### src/rtl/dvfs_seq_governor.sv
`timescale 1ns/1ps
// DVFS governor for one GPU clock domain: picks a performance level from activity,
// thermal warning and software cap, and sequences voltage/frequency steps via the PMIC.
module dvfs_seq_governor #(
   parameter int LVL_W       = 3,
   parameter int NUM_LVL     = 8,
   parameter int N_CH        = 4,
   parameter int ACT_MIN     = 2,
   parameter int CNT_W       = 16,
   parameter int UP_THRESH   = 1000,
   parameter int DOWN_THRESH = 4000,
   parameter int SETTLE_CYC  = 64,
   parameter int RESET_LVL   = 2
) (
   input  logic             clk,
   input  logic             rst_n,
   input  logic [N_CH-1:0]  act,
   input  logic             temp_warn,
   input  logic [LVL_W-1:0] cap_level,
   input  logic             volt_ack,
   output logic [LVL_W-1:0] freq_level,
   output logic [LVL_W-1:0] volt_level,
   output logic [LVL_W-1:0] volt_target,
   output logic             volt_req,
   output logic             busy
);

   localparam int PC_W = $clog2(N_CH + 1);
   localparam int SC_W = (SETTLE_CYC > 1) ? $clog2(SETTLE_CYC) : 1;
   localparam logic [LVL_W-1:0] MAX_LVL     = LVL_W'(NUM_LVL - 1);
   localparam logic [LVL_W-1:0] RST_LVL     = LVL_W'(RESET_LVL);
   localparam logic [CNT_W-1:0] UP_TH       = CNT_W'(UP_THRESH);
   localparam logic [CNT_W-1:0] DN_TH       = CNT_W'(DOWN_THRESH);
   localparam logic [SC_W-1:0]  SETTLE_LOAD = SC_W'(SETTLE_CYC - 1);

   typedef enum logic [2:0] {
      ST_IDLE,
      ST_V_UP,
      ST_SETTLE,
      ST_SETTLE_DN,
      ST_V_DN
   } state_t;

   state_t           r_state, w_state_nxt;
   logic [LVL_W-1:0] r_freq_level, w_freq_nxt;
   logic [LVL_W-1:0] r_volt_level, w_volt_nxt;
   logic [LVL_W-1:0] r_volt_target, w_tgt_nxt;
   logic             r_volt_req, w_req_nxt;
   logic [CNT_W-1:0] r_up_cnt, w_up_nxt;
   logic [CNT_W-1:0] r_dn_cnt, w_dn_nxt;
   logic [SC_W-1:0]  r_settle, w_settle_nxt;

   logic [PC_W-1:0]  w_popcnt;
   logic             w_high;
   logic [LVL_W-1:0] w_eff_cap;
   logic             w_ack;
   logic             w_lvl_pos;

   always_comb begin
      w_popcnt = '0;
      for (int i = 0; i < N_CH; i++) begin
         w_popcnt = w_popcnt + PC_W'(act[i]);
      end
   end

   assign w_high    = (int'(w_popcnt) >= ACT_MIN);
   assign w_eff_cap = (cap_level > MAX_LVL) ? MAX_LVL : cap_level;
   assign w_ack     = volt_ack & r_volt_req;
   assign w_lvl_pos = (r_freq_level != '0);

   always_comb begin
      // NOTE: every next-value defaults to its current register first, so no path can infer a latch.
      w_state_nxt  = r_state;
      w_freq_nxt   = r_freq_level;
      w_volt_nxt   = r_volt_level;
      w_tgt_nxt    = r_volt_target;
      w_req_nxt    = r_volt_req;
      w_up_nxt     = r_up_cnt;
      w_dn_nxt     = r_dn_cnt;
      w_settle_nxt = r_settle;

      case (r_state)
         ST_IDLE: begin
            if (w_high && !temp_warn) begin
               w_dn_nxt = '0;
               if (r_up_cnt != '1) w_up_nxt = r_up_cnt + CNT_W'(1);
            end else begin
               w_up_nxt = '0;
               if (r_dn_cnt != '1) w_dn_nxt = r_dn_cnt + CNT_W'(1);
            end

            // Forced drops (cap, thermal) outrank the sustained-low drop, which outranks going up.
            if ((r_freq_level > w_eff_cap) || (temp_warn && w_lvl_pos) ||
                ((r_dn_cnt >= DN_TH) && w_lvl_pos)) begin
               w_freq_nxt   = r_freq_level - LVL_W'(1);
               w_settle_nxt = SETTLE_LOAD;
               w_up_nxt     = '0;
               w_dn_nxt     = '0;
               w_state_nxt  = ST_SETTLE_DN;
            end else if ((r_up_cnt >= UP_TH) && (r_freq_level < w_eff_cap) && !temp_warn) begin
               w_tgt_nxt   = r_freq_level + LVL_W'(1);
               w_req_nxt   = 1'b1;
               w_up_nxt    = '0;
               w_dn_nxt    = '0;
               w_state_nxt = ST_V_UP;
            end
         end

         ST_V_UP: begin
            if (w_ack) begin
               w_req_nxt    = 1'b0;
               w_volt_nxt   = r_volt_target;
               w_freq_nxt   = r_freq_level + LVL_W'(1);
               w_settle_nxt = SETTLE_LOAD;
               w_state_nxt  = ST_SETTLE;
            end
         end

         ST_SETTLE: begin
            if (r_settle == '0) w_state_nxt = ST_IDLE;
            else                w_settle_nxt = r_settle - SC_W'(1);
         end

         ST_SETTLE_DN: begin
            if (r_settle == '0) begin
               w_tgt_nxt   = r_freq_level;
               w_req_nxt   = 1'b1;
               w_state_nxt = ST_V_DN;
            end else begin
               w_settle_nxt = r_settle - SC_W'(1);
            end
         end

         ST_V_DN: begin
            if (w_ack) begin
               w_req_nxt   = 1'b0;
               w_volt_nxt  = r_volt_target;
               w_state_nxt = ST_IDLE;
            end
         end

         default: w_state_nxt = ST_IDLE;
      endcase
   end

   // NOTE: sequential state uses non-blocking assignments so all registers update together.
   always_ff @(posedge clk or negedge rst_n) begin
      if (!rst_n) begin
         r_state       <= ST_IDLE;
         r_freq_level  <= RST_LVL;
         r_volt_level  <= RST_LVL;
         r_volt_target <= RST_LVL;
         r_volt_req    <= 1'b0;
         r_up_cnt      <= '0;
         r_dn_cnt      <= '0;
         r_settle      <= '0;
      end else begin
         r_state       <= w_state_nxt;
         r_freq_level  <= w_freq_nxt;
         r_volt_level  <= w_volt_nxt;
         r_volt_target <= w_tgt_nxt;
         r_volt_req    <= w_req_nxt;
         r_up_cnt      <= w_up_nxt;
         r_dn_cnt      <= w_dn_nxt;
         r_settle      <= w_settle_nxt;
      end
   end

   assign freq_level  = r_freq_level;
   assign volt_level  = r_volt_level;
   assign volt_target = r_volt_target;
   assign volt_req    = r_volt_req;
   assign busy        = (r_state != ST_IDLE);

   a_volt_covers_freq : assert property (@(posedge clk) disable iff (!rst_n)
      (r_volt_level >= r_freq_level) && ((r_volt_level - r_freq_level) <= LVL_W'(1)));

endmodule

### config.mk
export PLATFORM = sky130hd
export DESIGN_NAME = dvfs_seq_governor
export DESIGN_NICKNAME = d
export VERILOG_FILES = /design/src/rtl/dvfs_seq_governor.sv
export SDC_FILE = /design/constraint.sdc
export NUM_CORES = 1
export LEC_CHECK = 0
export CAP_MARGIN = 20
export CORE_ASPECT_RATIO = 1.4
export CORE_MARGIN = 4
export CORE_UTILIZATION = 30
export CTS_BUF_LIST = sky130_fd_sc_hd__clkbuf_4
export DETAILED_ROUTE_END_ITERATION = 10
export SYNTH_ARGS = -nofsm -noshare
export SYNTH_HDL_FRONTEND = slang
export SYNTH_SLANG_ARGS = --single-unit
### constraint.sdc
create_clock -name clk -period 2.9 [get_ports clk]
set_input_delay 0.87 -clock clk [delete_from_list [all_inputs] [get_ports clk]]
set_output_delay 0.87 -clock clk [all_outputs]
set_load 0.05 [all_outputs]
# Word-level counts from Yosys, hierarchy flattened
# Index checks and enable logic that the tools add are counted.
totals:
  wordCells: 99
  out_inout_bits: 11
  in_bits: 11
  regBits: 51
classes:
  bitwise: 1
  muxes: 32
  addsub: 8
  n_eq_ne: 17
  order_cmp: 6
  reduce_logical: 27
op_table:
  columns: ["cell", "n"]
  rows:
  - ["$mux W16", 8]
  - ["$mux W3", 12]
  - ["$add A16 B1 Y16 const B", 2]
  - ["$ne A16 B16 Y1 const B", 2]
  - ["$mux W6", 3]
  - ["$pmux W6 S3", 1]
  - ["$ge A16 B10 Y1 const B", 1]
  - ["$ge A16 B12 Y1 const B", 1]
  - ["$ne A2 B2 Y1 const B", 8]
  - ["$pmux W3 S5", 1]
  - ["$pmux W3 S2", 2]
  - ["$reduce_bool A3 Y1", 4]
  - ["$reduce_and A5 Y1", 2]
  - ["$reduce_and A4 Y1", 2]
  - ["$eq A3 B2 Y1 const B", 2]
  - ["$logic_not A6 Y1", 1]
  - ["$reduce_and A2 Y1", 3]
  - ["$sub A6 B1 Y6 const B", 1]
  - ["$logic_and A1 B1 Y1", 5]
  - ["$mux W1", 4]
  - ["$ne A4 B1 Y1 const B", 1]
  - ["$reduce_bool A2 Y1", 2]
  - ["$reduce_bool A4 Y1", 1]
  - ["$reduce_or A2 Y1", 2]
  - ["other kinds (19)", 20]

# Logic depth before layout (Yosys ltp)
logic_depth:
  depth_word: 8
  mapped_depth: 9
  depth_no_buf: 8

# Least setup slack after synthesis
# OpenSTA, ideal clock, no wires.
synth_path:
  path_type: "input-to-reg"
  from: "input port cap_level[2]"
  to: "register r_dn_cnt[9]"
  n_path_buf: 0
  arrival_time_ns: 2.625
  slack_ns: 0.192
  stages: 7
  path_cell_list: "inv_1 ha_1 a21oi_1 a32oi_1 or4_1 or4_1 o21ai_0"
synth_via:
  elab_chain_len: 7
synth_lines:
  columns: ["element", "line_no", "rtl"]
  rows:
  - ["start: declaration", "19", "input logic [LVL_W-1:0] cap_level,"]
  - ["$gt A3 B3 Y1", "67", "assign w_eff_cap = (cap_level > MAX_LVL) ? MAX_LVL : cap_level;"]
  - ["$mux W3 (*)", "67", null]
  - ["$gt A3 B3 Y1 / $lt A3 B3 Y1 (equally long branches)", "93, 100", null]
  - ["$logic_or A1 B1 Y1 / $logic_and A1 B1 Y1 (equally long branches) (2 in series)", "93, 100", null]
  - ["$reduce_bool A4 Y1 (no line) / $mux W16 (equally long branches)", null, null]
  - ["$reduce_and A2 Y1 (no line) / $mux W16 (equally long branches)", null, null]
  - ["end signal: assignment", "164", "r_dn_cnt <= w_dn_nxt;"]
  - ["end: declaration", "50", "logic [CNT_W-1:0] r_dn_cnt, w_dn_nxt;"]
# Every way passes the cells marked *; elsewhere a longest branch is shown, timed or not.
# A chain may end at the register's enable or synchronous reset.

# Worst setup path in the final report
# Same ends and word-level chain as after synthesis.

==> reports/qor.txt <==
status - complete, no violations
CTS tree - done
worst hold slack - 448 ps
first-pass GRT wire length - 11700 um
most used cell, CP - or4_1
Max Clock Skew - 17.3 ps
total chip power - 1.13 mW
Final period util - 0.943
synthesized flop and latch total - 51
fmax - 365 MHz
clock slew at reported path FFs - 150 ps
row cnt - 43
Final Hold Fails - 0
Finished Layout Cells - 497
area of the multi-input gates - 1630 sq um
Top Metal Used - met4
worst-skew pair later-pin latency - 390 ps
placed cells - 489
GRT overflow - 0
register area - 1280 sq um
Commonest cells post-synth - dfrtp_1 (48), nand2_1 (31), nor2_1 (25)
initial core utilization - 0.306
Die ar. - 11700 sq um
area post-placement - 3490 sq um
Crit Path Category - in2reg
clock share of power - 0.304
synth top area cells - dfrtp_1 (40%), ha_1 (5.0%), nand2_1 (3.9%)
Final WS setup - 164 ps
CP Capture Type - flop
antenna viol nets, final - 0
pwr dens - 316 nW/um^2
Die H - 127 um
P_leak - 1.49 nW
Clock Sinks - 51
syn_nets - 351
switching share of power - 0.237
router iterations before antenna repair - 4
met3 WL post-DR - 249 um
Synthesis Warnings - 0
DR vias/cell - 5.18
fin nets - 385
average cell area after synthesis - 9.20 sq um
clock root buffer - clkbuf_4
io pins - 22
DR WL met2 - 3510 um
WP data required - 3220 ps
WL per Instance - 13.7 um
Place WS - -313 ps
share of the yosys chip area belonging to registers - 0.425
final core occ - 0.362
Num CTS Buffers - 5
Synth area leader - dfrtp_1
DPL Wire Length - 4820 um
core area - 9850 sq um
initial DRC count - 116
fillers - 1028
Max transition margin - 0.574
overall fraction of global-route tracks in use - 0.122
IO buf count - 21
WL met1 - 2930 um
MaxCap Viol Count - 0
largest net degree at the start of global routing - 52
Async SR Flop Fraction - 1.00
fraction of layout instances using a drive strength above 1 - 0.146
P_int - 0.859 mW
Synth cell types - 51
crit-path max cell delay - 550 ps
vias in the first global route - 2499
Worst setup SP type - primary input
initial antenna violation count - 0
Flop pwr share - 0.632
mapped cell area - 3010 sq um
Peak VDD IR - 0.133 mV
final wirelength - 6810 um
Die W - 92.6 um
worst min-delay path category - in2async
Max Slew Vio Count - 0
Final Setup Violations - 0
most common cell in the netlist - dfrtp_1
Buf/Inv on CP - 2
delay-heaviest family, CP - simple AND/OR/NAND/NOR gates
via count - 2572
RSZ-0062 raised after global routing - no
antenna diode instance count - 0
Slew @ Worst Pin - 632 ps
Design Area, Final - 3560 sq um
Synth top area share - 0.399
Residual DRC - 0
commonest register cell after synthesis - dfrtp_1
Crit-path slowest cell - or4_1
clock period minus worst slack - 2740 ps
CTS max path bufs - 2
worst-path fanout max - 3
setup TNS - 0 ps
area grow syn2layout - 18.3%
Comb pwr share - 0.064
number of H-tree levels - 2
Synth Instances - 327
Post-synth EDFFs - 0
GPL Wtd Cong - 0.815
CP cell instances - clkdlybuf4s50_1 > inv_1 > ha_1 > a21oi_2 > a32oi_1 > or4_1 > or4_1 > o21ai_0
Net Switching - 0.267 mW
Crit path arrival time - 3060 ps
## per-layer routing
metal  global-route usage  vias to the layer above
li1                     -                     1266
met4               0.0500                        0
met3               0.0297                       10
met2                0.212                       37
met5                    0                        -
met1                0.142                     1259
## state kept, by name, indices dropped and copies added, names as in the netlist
| name | count |
|---|---|
| volt_level | 3 |
| r_dn_cnt | 16 |
| volt_target | 3 |
| r_settle | 6 |
| volt_req | 1 |
| r_state | 3 |
| r_up_cnt | 16 |
| freq_level | 3 |
## logic make-up (layout without fill, tap and decap cells)
group | Yosys count | after routing | synth area share
buf+inv | 30 | 65 | 0.0387
xor+xnor | 15 | 15 | 0.0437
mux | 9 | 9 | 0.0328
compound gates | 74 | 74 | 0.166
simple gates | 135 | 135 | 0.237
flops | 51 | 51 | 0.425
fa+ha+maj | 13 | 13 | 0.0565
## layout make-up
class	instances	share of cell area
clock buffer	7	0.0148
tap	135	0.0475
clock inverter	1	0.00141
multi-input combinational	246	0.457
sequential	51	0.360
timing repair buffer	41	0.103
inverter	16	0.0169
## final timing paths
check	startpoint	end	slack [ps]	depth (start not counted)
max	cap_level[2]	r_dn_cnt[9]	160	8
min	rst_n	volt_target[0]	450	2
max reg2reg	r_up_cnt[12]	r_dn_cnt[9]	360	6
min reg2reg	r_up_cnt[2]	r_up_cnt[2]	510	1
max in group asynchronous	rst_n	freq_level[1]	2180	2
min in group clk	r_up_cnt[2]	r_up_cnt[2]	510	1
## worst register-to-register path, cell delays in order (launching register included)
cell       delay, ps
dfrtp_1          490
or4_4            580
a2111oi_4        280
nor2_2           120
or4_1            490
or4_1            460
o21ai_0           80
## timing repair
action	CTS	global route
endpoints found under the hold margin	0	0
hold buffers	0	0
setup buffers	0	0
resized for setup	0	2
endpoints found under the setup margin	0	2
## power groups by stage
stage	Sequential, mW	Combinational (mW)	Clock (mW)
3_3_place_gp	0.725	0.0728	0
2_1_floorplan	0.725	0.0235	0
4_1_cts	0.712	0.0738	0.366
6_report	0.712	0.0723	0.342
3_5_place_dp	0.725	0.0735	0
5_1_grt	0.712	0.0814	0.388
## cells in the final DEF (no fill, tap or decap), types with 3 or more instances in the layout
master           instances
dfrtp_1                 48
nand2_1                 31
nor2_1                  25
a21oi_1                 22
buf_4                   20
clkdlybuf4s50_1         19
inv_1                   16
nand3_1                 15
a31oi_1                 15
and3_1                  13
nand4_1                 13
ha_1                    12
nor3_1                  11
o21ai_0                 10
xnor2_1                  8
mux2_2                   7
xor2_1                   7
clkbuf_4                 7
and4_1                   5
a211oi_1                 3
or3_1                    3
nand2b_1                 3
dfstp_2                  3
No activity file was read; power rests on OpenSTA's default activity.
